**config.mk**
```make
export PLATFORM = sky130hd
export DESIGN_NAME = sar_compare_search_flat
export DESIGN_NICKNAME = d
export VERILOG_FILES = /design/src/rtl/sar_compare_search_pkg.sv /design/src/rtl/sar_compare_search_if.sv /design/src/rtl/sar_compare_search_sar_step.sv /design/src/rtl/sar_compare_search.sv /design/src/flat_wrapper.sv
export SDC_FILE = /design/constraint.sdc
export NUM_CORES = 1
export LEC_CHECK = 0
export ABC_AREA = 1
export BUFFER_PORTS_ARGS = -buffer_cell sky130_fd_sc_hd__buf_2
export CORE_AREA = 2 2 48 50
export CTS_CLUSTER_DIAMETER = 200
export DETAILED_ROUTE_END_ITERATION = 7
export DIE_AREA = 0 0 50 52
export HOLD_SLACK_MARGIN = 0.1
export PLACE_DENSITY = 0.8
export SLEW_MARGIN = 30
export SYNTH_ARGS = -nofsm -noshare
export SYNTH_HDL_FRONTEND = slang
export SYNTH_HIERARCHICAL = 1
export SYNTH_SLANG_ARGS = --single-unit
```
**constraint.sdc**
```tcl
create_clock -name clk -period 3.9 [get_ports clk]
set_input_delay 0.78 -clock clk [delete_from_list [all_inputs] [get_ports clk]]
set_output_delay 0.78 -clock clk [all_outputs]
set_load 0.01 [all_outputs]
```
**src/rtl/sar_compare_search_pkg.sv**
```systemverilog
// Shared definitions for the successive-approximation search engine:
// FSM state encoding and the comparator-flag legality check.
package sar_compare_search_pkg;

  typedef enum logic [1:0] {
    IDLE    = 2'd0,
    PRESENT = 2'd1,
    DONE    = 2'd2
  } state_e;

  // A well-behaved comparator reports exactly one of: equal, greater, less.
  function automatic logic flags_legal(input logic eq, input logic geq, input logic lt);
    return (eq & geq & ~lt) | (~eq & geq & ~lt) | (~eq & ~geq & lt);
  endfunction

endpackage

```
**src/rtl/sar_compare_search_if.sv**
```systemverilog
// Control/comparator bundle of the search engine; the engine uses the slave view,
// the surrounding control FSM and comparator use the master view.
interface sar_compare_search_if #(
  parameter int WIDTH = 4,
  parameter int SW    = $clog2(WIDTH + 1)
);

  logic             start;
  logic [WIDTH-1:0] guess;
  logic             guess_valid;
  logic             cmp_valid;
  logic             AeqB;
  logic             AgeqB;
  logic             AltB;
  logic             busy;
  logic             done;
  logic [WIDTH-1:0] result;
  logic [SW-1:0]    steps;
  logic             err;

  modport slave (
    input  start, cmp_valid, AeqB, AgeqB, AltB,
    output guess, guess_valid, busy, done, result, steps, err
  );

  modport master (
    output start, cmp_valid, AeqB, AgeqB, AltB,
    input  guess, guess_valid, busy, done, result, steps, err
  );

endinterface

```
**src/rtl/sar_compare_search_sar_step.sv**
```systemverilog
// One successive-approximation step: folds the comparator verdict on the current
// trial into the partial result and forms the next trial value.
module sar_step
  import sar_compare_search_pkg::*;
#(
  parameter int WIDTH = 4,
  parameter int SW    = $clog2(WIDTH + 1)
) (
  input  logic [WIDTH-1:0] result_i,
  input  logic [WIDTH-1:0] guess_i,
  input  logic [SW-1:0]    idx_i,
  input  logic             eq_i,
  input  logic             geq_i,
  input  logic             lt_i,
  output logic [WIDTH-1:0] result_next_o,
  output logic [WIDTH-1:0] guess_next_o,
  output logic             last_step_o,
  output logic             illegal_o
);

  localparam logic [WIDTH-1:0] ONE = WIDTH'(1);

  always_comb begin
    // NOTE: every output gets a default first so no path leaves it unassigned (no latch).
    result_next_o = result_i;
    guess_next_o  = guess_i;
    last_step_o   = 1'b0;
    illegal_o     = 1'b0;

    if (!flags_legal(eq_i, geq_i, lt_i)) begin
      illegal_o   = 1'b1;
      last_step_o = 1'b1;
    end else if (eq_i) begin
      result_next_o = guess_i;
      last_step_o   = 1'b1;
    end else begin
      if (geq_i) result_next_o = guess_i;
      if (idx_i == '0) begin
        last_step_o = 1'b1;
      end else begin
        guess_next_o = result_next_o | (ONE << (idx_i - SW'(1)));
      end
    end
  end

endmodule

```
**src/rtl/sar_compare_search.sv**
```systemverilog
// Successive-approximation search engine: drives trial values into a magnitude
// comparator and rebuilds the comparator's hidden A operand bit by bit.
module sar_compare_search
  import sar_compare_search_pkg::*;
#(
  parameter  int WIDTH = 4,
  localparam int SW    = $clog2(WIDTH + 1)
) (
  input logic                 clk,
  input logic                 rst_n,
  sar_compare_search_if.slave bus_if
);

  state_e           state_q, state_d;
  logic [WIDTH-1:0] guess_q, guess_d;
  logic [WIDTH-1:0] result_q, result_d;
  logic [SW-1:0]    steps_q, steps_d;
  logic [SW-1:0]    idx_q, idx_d;
  logic             err_q, err_d;
  logic             busy_q, busy_d;
  logic             guess_valid_q, guess_valid_d;
  logic             done_q, done_d;

  logic             handshake;
  logic [WIDTH-1:0] step_result;
  logic [WIDTH-1:0] step_guess;
  logic             step_last;
  logic             step_illegal;

  assign handshake = (state_q == PRESENT) && bus_if.cmp_valid;

  sar_step #(
    .WIDTH (WIDTH),
    .SW    (SW)
  ) u_step (
    .result_i      (result_q),
    .guess_i       (guess_q),
    .idx_i         (idx_q),
    .eq_i          (bus_if.AeqB),
    .geq_i         (bus_if.AgeqB),
    .lt_i          (bus_if.AltB),
    .result_next_o (step_result),
    .guess_next_o  (step_guess),
    .last_step_o   (step_last),
    .illegal_o     (step_illegal)
  );

  always_ff @(posedge clk or negedge rst_n) begin
    // NOTE: sequential state uses non-blocking assignments so all flops update together.
    if (!rst_n) state_q <= IDLE;
    else        state_q <= state_d;
  end

  always_comb begin
    state_d = state_q;
    unique case (state_q)
      IDLE:    if (bus_if.start) state_d = PRESENT;
      PRESENT: if (handshake && step_last) state_d = DONE;
      DONE:    state_d = IDLE;
      default: state_d = IDLE;
    endcase
  end

  // Status flags are decoded from the next state so they leave the block registered.
  always_comb begin
    guess_d       = guess_q;
    result_d      = result_q;
    steps_d       = steps_q;
    idx_d         = idx_q;
    err_d         = err_q;
    busy_d        = (state_d == PRESENT);
    guess_valid_d = (state_d == PRESENT);
    done_d        = (state_d == DONE);

    unique case (state_q)
      IDLE: begin
        if (bus_if.start) begin
          result_d = '0;
          steps_d  = '0;
          err_d    = 1'b0;
          idx_d    = SW'(WIDTH - 1);
          guess_d  = {1'b1, {(WIDTH-1){1'b0}}};
        end
      end
      PRESENT: begin
        if (handshake) begin
          steps_d  = steps_q + SW'(1);
          result_d = step_result;
          err_d    = step_illegal;
          if (!step_last) begin
            idx_d   = idx_q - SW'(1);
            guess_d = step_guess;
          end
        end
      end
      default: ;
    endcase
  end

  always_ff @(posedge clk or negedge rst_n) begin
    if (!rst_n) begin
      guess_q       <= '0;
      result_q      <= '0;
      steps_q       <= '0;
      idx_q         <= '0;
      err_q         <= 1'b0;
      busy_q        <= 1'b0;
      guess_valid_q <= 1'b0;
      done_q        <= 1'b0;
    end else begin
      guess_q       <= guess_d;
      result_q      <= result_d;
      steps_q       <= steps_d;
      idx_q         <= idx_d;
      err_q         <= err_d;
      busy_q        <= busy_d;
      guess_valid_q <= guess_valid_d;
      done_q        <= done_d;
    end
  end

  assign bus_if.guess       = guess_q;
  assign bus_if.guess_valid = guess_valid_q;
  assign bus_if.busy        = busy_q;
  assign bus_if.done        = done_q;
  assign bus_if.result      = result_q;
  assign bus_if.steps       = steps_q;
  assign bus_if.err         = err_q;

endmodule

```
**src/flat_wrapper.sv**
```systemverilog
// flat-port wrapper written by rule: the top's interface ports become plain ports
module sar_compare_search_flat import sar_compare_search_pkg::*;
#(
  parameter  int WIDTH = 4,
  localparam int SW    = $clog2(WIDTH + 1)
)
  (clk, rst_n, bus_if_start, bus_if_cmp_valid, bus_if_AeqB, bus_if_AgeqB, bus_if_AltB, bus_if_guess, bus_if_guess_valid, bus_if_busy, bus_if_done, bus_if_result, bus_if_steps, bus_if_err);
  sar_compare_search_if #(.WIDTH(WIDTH)) bus_if_i ();
  input logic clk;
  input logic rst_n;
  input wire logic [$bits(bus_if_i.start)-1:0] bus_if_start;
  input wire logic [$bits(bus_if_i.cmp_valid)-1:0] bus_if_cmp_valid;
  input wire logic [$bits(bus_if_i.AeqB)-1:0] bus_if_AeqB;
  input wire logic [$bits(bus_if_i.AgeqB)-1:0] bus_if_AgeqB;
  input wire logic [$bits(bus_if_i.AltB)-1:0] bus_if_AltB;
  output wire logic [$bits(bus_if_i.guess)-1:0] bus_if_guess;
  output wire logic [$bits(bus_if_i.guess_valid)-1:0] bus_if_guess_valid;
  output wire logic [$bits(bus_if_i.busy)-1:0] bus_if_busy;
  output wire logic [$bits(bus_if_i.done)-1:0] bus_if_done;
  output wire logic [$bits(bus_if_i.result)-1:0] bus_if_result;
  output wire logic [$bits(bus_if_i.steps)-1:0] bus_if_steps;
  output wire logic [$bits(bus_if_i.err)-1:0] bus_if_err;
  assign bus_if_i.start = bus_if_start;
  assign bus_if_i.cmp_valid = bus_if_cmp_valid;
  assign bus_if_i.AeqB = bus_if_AeqB;
  assign bus_if_i.AgeqB = bus_if_AgeqB;
  assign bus_if_i.AltB = bus_if_AltB;
  assign bus_if_guess = bus_if_i.guess;
  assign bus_if_guess_valid = bus_if_i.guess_valid;
  assign bus_if_busy = bus_if_i.busy;
  assign bus_if_done = bus_if_i.done;
  assign bus_if_result = bus_if_i.result;
  assign bus_if_steps = bus_if_i.steps;
  assign bus_if_err = bus_if_i.err;
  sar_compare_search #(.WIDTH(WIDTH)) u_core (.clk(clk), .rst_n(rst_n), .bus_if(bus_if_i));
endmodule
```
* Yosys cells after proc, flatten, opt, wreduce, memory -nomap -nowiden
Cells that the tools add are included.
** Word-level totals
- Bits in registers :: 19
- Bits of input ports :: 7
- Output and inout bits :: 15
- Logic and storage cells :: 73
** Operators by class
- Add/subtract/negate cells :: 2
- Equal/unequal tests :: 9
- Shifts and indexed selects :: 1
- Muxes and demuxes :: 32
- Bitwise gates (word level) :: 12
- Reduce and logical (&&, ||, !) cells :: 9
** Operators by type and width (count)
- 2-to-1 mux 4 bit :: 13
- case mux 4 bit (2 select lines) :: 2
- 2-to-1 mux 3 bit :: 5
- case mux 3 bit (2 select lines) :: 2
- != test 2 bit, second input constant :: 5
- AND reduction 4 bit :: 2
- AND reduction 7 bit :: 1
- AND 1 bit :: 6
- 2-to-1 mux 1 bit :: 6
- equality test 2 x 1 -> 1 bit, second input constant :: 2
- 2-to-1 mux 2 bit :: 2
- bitwise OR 4 bit :: 1
- case mux 2 bit (2 select lines) :: 1
- left shift 1 x 3 -> 4 bit, first input constant :: 1
- adder 3 x 1 -> 3 bit, second input constant :: 1
- logical NOT 3 bit :: 1
- inverter 1 bit :: 3
- AND reduction 3 bit :: 1
- subtractor 3 x 1 -> 3 bit, second input constant :: 1
- equality test 2 bit, second input constant :: 1
- logical AND 1 bit :: 2
- logical NOT 2 bit :: 1
- != test 2 x 1 -> 1 bit, second input constant :: 1
- bitwise OR 1 bit :: 2
- 2 further kinds :: 2

* Logic depth before layout (Yosys ltp)
- Depth after elaboration :: 13
- Mapped depth :: 10
- Mapped depth without buffers :: 10

* Cells and area by module
The synthesis kept the hierarchy.
** Modules (own cells, without submodules)
- sar_compare_search :: times used 1, cells an instance 97, area an instance 820.8 µm²
- sar_step :: times used 1, cells an instance 68, area an instance 332.8 µm²

* Worst setup path before layout
OpenSTA, ideal clock, no wires.
- Path kind :: input port to flip-flop
- Start :: in bus_if_AeqB
- End :: reg u_core.idx_q[1]
- Library setup time :: 0.116 ns
- Arrival :: 1.710 ns
- Data required time :: 3.784 ns
- Setup slack :: 2.074 ns
- Cell stages on the path :: 8
- Path through :: inv_2 -> nand2_2 -> nand2_4 -> nand4_1 -> a21oi_1 -> nand3_1 -> nand2_1 -> nand2_1
** Between the ends
- Cells in the longest elaborated chain, start to end :: 8
** RTL lines
- start: declaration :: line flat_wrapper.sv:13 : input wire logic [$bits(bus_if_i.AeqB)-1:0] bus_if_AeqB;
- inverter 1 bit :: line sar_compare_search_pkg.sv:13 : return (eq & geq & ~lt) | (~eq & geq & ~lt) | (~eq & ~geq & lt);
- AND 1 bit (2 in series) :: line sar_compare_search_pkg.sv:13
- bitwise OR 1 bit (2 in series) :: line sar_compare_search_pkg.sv:13
- 2-to-1 mux 1 bit * :: line sar_compare_search_sar_step.sv:30 : if (!flags_legal(eq_i, geq_i, lt_i)) begin
- named net u_core.step_last :: line sar_compare_search.sv:27 : logic step_last;
- != test 2 bit (no line) *
- AND reduction 4 bit (no line) *
- end signal: assignment :: line sar_compare_search.sv:114 : idx_q <= idx_d;
- end: declaration :: line sar_compare_search.sv:18 : logic [SW-1:0] idx_q, idx_d;
The timed path passes the listed nets; every way through them passes the cells marked *.
A chain may end at the register's enable or synchronous reset.

* Worst setup path in the final report
- Start :: in bus_if_AeqB
- End :: reg u_core.guess_q[1], in the netlist u_core/bus_if.guess[1]
** Between the ends
- Cells in the longest elaborated chain, start to end :: 8
** RTL lines
- inverter 1 bit :: line sar_compare_search_pkg.sv:13
- AND 1 bit (2 in series) :: line sar_compare_search_pkg.sv:13
- bitwise OR 1 bit (2 in series) :: line sar_compare_search_pkg.sv:13
- 2-to-1 mux 1 bit * :: line sar_compare_search_sar_step.sv:30
- named net u_core.step_last :: line sar_compare_search.sv:27
- != test 2 bit (no line) *
- AND reduction 7 bit (no line) *
- end signal: assignment :: line sar_compare_search.sv:111 : guess_q <= guess_d;
- end: declaration :: line sar_compare_search.sv:15 : logic [WIDTH-1:0] guess_q, guess_d;
Marks and branches as above.

==> impl_results.md <==
- Status: finished, final reports clean
- Core Footprint: 2106 µm²
- Gr usage total: 23.09%
- Final Non-Filler Cells: 216
- Area grow syn2layout: 12.80%
- Yosys top cell area share: 41.21%
- RSZ-0062 raised after global routing: false
- Longest Clk Path Bufs: 2
- Initial DRT Pass Iterations: 4
- Die area: 2600 µm²
- CTS Hold Bufs: 0
- Worst Setup End Kind: flop
- Final Setup Violations: 0
- Final setup margin: 1969 ps
- Syn Nets: 174
- Syn. warnings: 6
- #FFs+latches synth: 19
- Net Sw Frac: 43.69%
- Vias in the first global route: 1044
- Post-CTS Setup Bufs: 0
- Post-synth top area cell: dfrtp_1
- Vias: 1098
- Final core occ: 61.79%
- Fin. Hold Viols: 0
- Post-cts repair resize count: 0
- Tot Pwr: 0.7468 mW
- Area of the multi-input gates: 599.3 µm²
- Synthesized area: 1154 µm²
- Initial Utilization: 54.78%
- IO Count: 22
- Main area contributors after synthesis: dfrtp_1, nand2_1, inv_1
- Hold Crit Class: in -> async
- Gate power share: 45.0%
- Fill count: 193
- Pleak: 0.7705 nW
- Register share of total power: 41.4%
- Fin nets: 198
- CTS buffer count: 3
- Largest net degree at the start of global routing: 20
- Syn Area/Cell: 6.992 µm²
- Sw Pwr: 0.3263 mW
- Slowest CP cell: a21oi_1
- CTS clock-pin slew for the worst setup and hold paths: 110 ps
- HPWL Detailed: 1882 µm
- Worst-Skew Late Latency: 300 ps
- Fraction of layout cells with a size suffix above 1: 18.09%
- Drt wl/cell: 11.38 µm
- Clk_skew: 6.431 ps
- Crit start category: input port
- Post-synthesis sequential area ratio: 41.21%
- Grt total ovfl: 0
- Detailed Route WL: 2458 µm
- Max incr delay on CP: 290 ps
- EDFF count, synth: 0
- Most common cell in the netlist: nand2_1
- Worst Hold Slack: 395.2 ps
- Detail Route Antenna Nets: 0
- Storage element area: 475.5 µm²
- Tcrit/Tclk final: 49.51%
- Cell Area, Placed: 1275 µm²
- Final slew viol count: 0
- Worst-Margin Slew: 432.3 ps
- Max Cap Viol: 0
- CP delay by family, top: simple AND/OR/NAND/NOR gates
- H-tree depth: 1
- Post-route cell area: 1301 µm²
- Place WS: 1705 ps
- CP bufs+invs: 2
- Placed insts: 212
- Final min period: 1931 ps
- Clock root cell: clkbuf_4
- Clk network pwr share: 13.5%
- Vias per cell: 5.083
- Rel. slew slack: 71.18%
- Maximum vdd ir drop: 0.3847 mV
- Max Fclk: 517.9 MHz
- Reg2Reg Setup Slack: 2200 ps
- FFs w/ async S/R, synth: 100.0%
- Synth top cells by count: nand2_1, dfrtp_1, inv_1
- Sink Count: 19
- CP required: 4100 ps
- Primary FF master, synth: dfrtp_1
- Critical Path Fanout Max: 8
- Num rows: 17
- Final TNS setup: 0 ps
- Netlist cell types: 22
- Die H: 52 µm
- Die width: 50 µm
- CP arrival: 2130 ps
- P per Cell Area: 573.9 nW/µm²
- Most used cell, CP: nand2_1
- Initial drt markers: 25
- Mapped Cells: 165
- Crit path kind: in -> reg
- Global-route wire length before repair: 4526 µm
- Critical path, cell by cell: buf_2 > inv_2 > nand2_2 > nand2_4 > nand4_1 > a21oi_1 > nand3_1 > nand2_1 > nand2_1
- Ant. Diodes: 0
- Initial antenna violation count: 0
- Internal: 0.4205 mW
- Buffers on Ports: 21
- Number of remaining DRC errors: 0
- Placer congestion estimate: 0.8627
- CTS tree: built
## path summary, 6_finish.rpt
path                              startpoint                     end  cells past startpoint
min reg2reg                u_core/bus_if.err       u_core/bus_if.err                      2
max in group asynchronous              rst_n  u_core/bus_if.steps[0]                      1
min                                    rst_n      u_core/bus_if.done                      1
max                              bus_if_AeqB  u_core/bus_if.guess[1]                      9
max reg2reg                  u_core/idx_q[0]  u_core/bus_if.guess[1]                      7
min in group clk           u_core/bus_if.err       u_core/bus_if.err                      2
## power by group through the flow
| stage | Sequential (mW) | Combinational, mW | Clock (mW) |
|---|---|---|---|
| floorplan | 0.321 | 0.231 | 0 |
| global placement | 0.311 | 0.329 | 0 |
| detailed placement | 0.313 | 0.339 | 0 |
| CTS | 0.310 | 0.341 | 0.104 |
| global route | 0.318 | 0.387 | 0.111 |
| finish | 0.309 | 0.336 | 0.101 |
## per-layer routing
layer  wire length, µm  GRT usage (%)
met5                 0              0
met2              1161          37.06
met4                57          12.96
met1              1101          29.48
met3               137          4.023
## registers in the layout (all words and copies together), names as in the netlist
name	flops
u_core/bus_if.steps	3
u_core/state_q	2
u_core/bus_if.guess	4
u_core/bus_if.err	1
u_core/bus_if.result	4
u_core/bus_if.done	1
u_core/idx_q	3
u_core/bus_if.guess_valid	1
## layout by cell type (no fill, tap or decap)
master	synthesis	routed
nor2_1	10	10
nand3_2	1	1
inv_1	14	14
xnor2_1	2	2
dfrtp_1	19	19
nand2_2	1	1
o211ai_1	3	3
nand4_1	1	1
nor2_8	1	1
nand2_4	2	2
a21oi_1	3	3
ha_1	2	2
nand3_1	5	5
inv_2	2	2
buf_2	0	21
o21ai_1	3	3
clkbuf_1	0	1
clkbuf_4	0	3
nand2_1	85	85
or2_0	1	1
o21ai_0	2	2
nand3b_1	3	3
nor2_2	3	3
## cells by family (layout without fill, tap and decap cells)
group	after synthesis	in the layout	synth area share, %
AO/OA/AOI/OAI	11	11	5.422
adder cells (fa/ha/maj)	2	2	2.169
AND/OR/NAND/NOR	113	113	42.84
flip-flops	19	19	41.22
buffers and inverters	18	41	6.833
XOR/XNOR	2	2	1.519
## cell type report
| type | count | area share (%) |
|---|---|---|
| multi-input cells | 128 | 46.06 |
| flip-flops and latches | 19 | 36.54 |
| repair buffers | 21 | 8.077 |
| inverters | 16 | 4.615 |
| well taps | 28 | 2.692 |
| clock buffers | 4 | 2.019 |
Power figures use the tool's default switching activity.
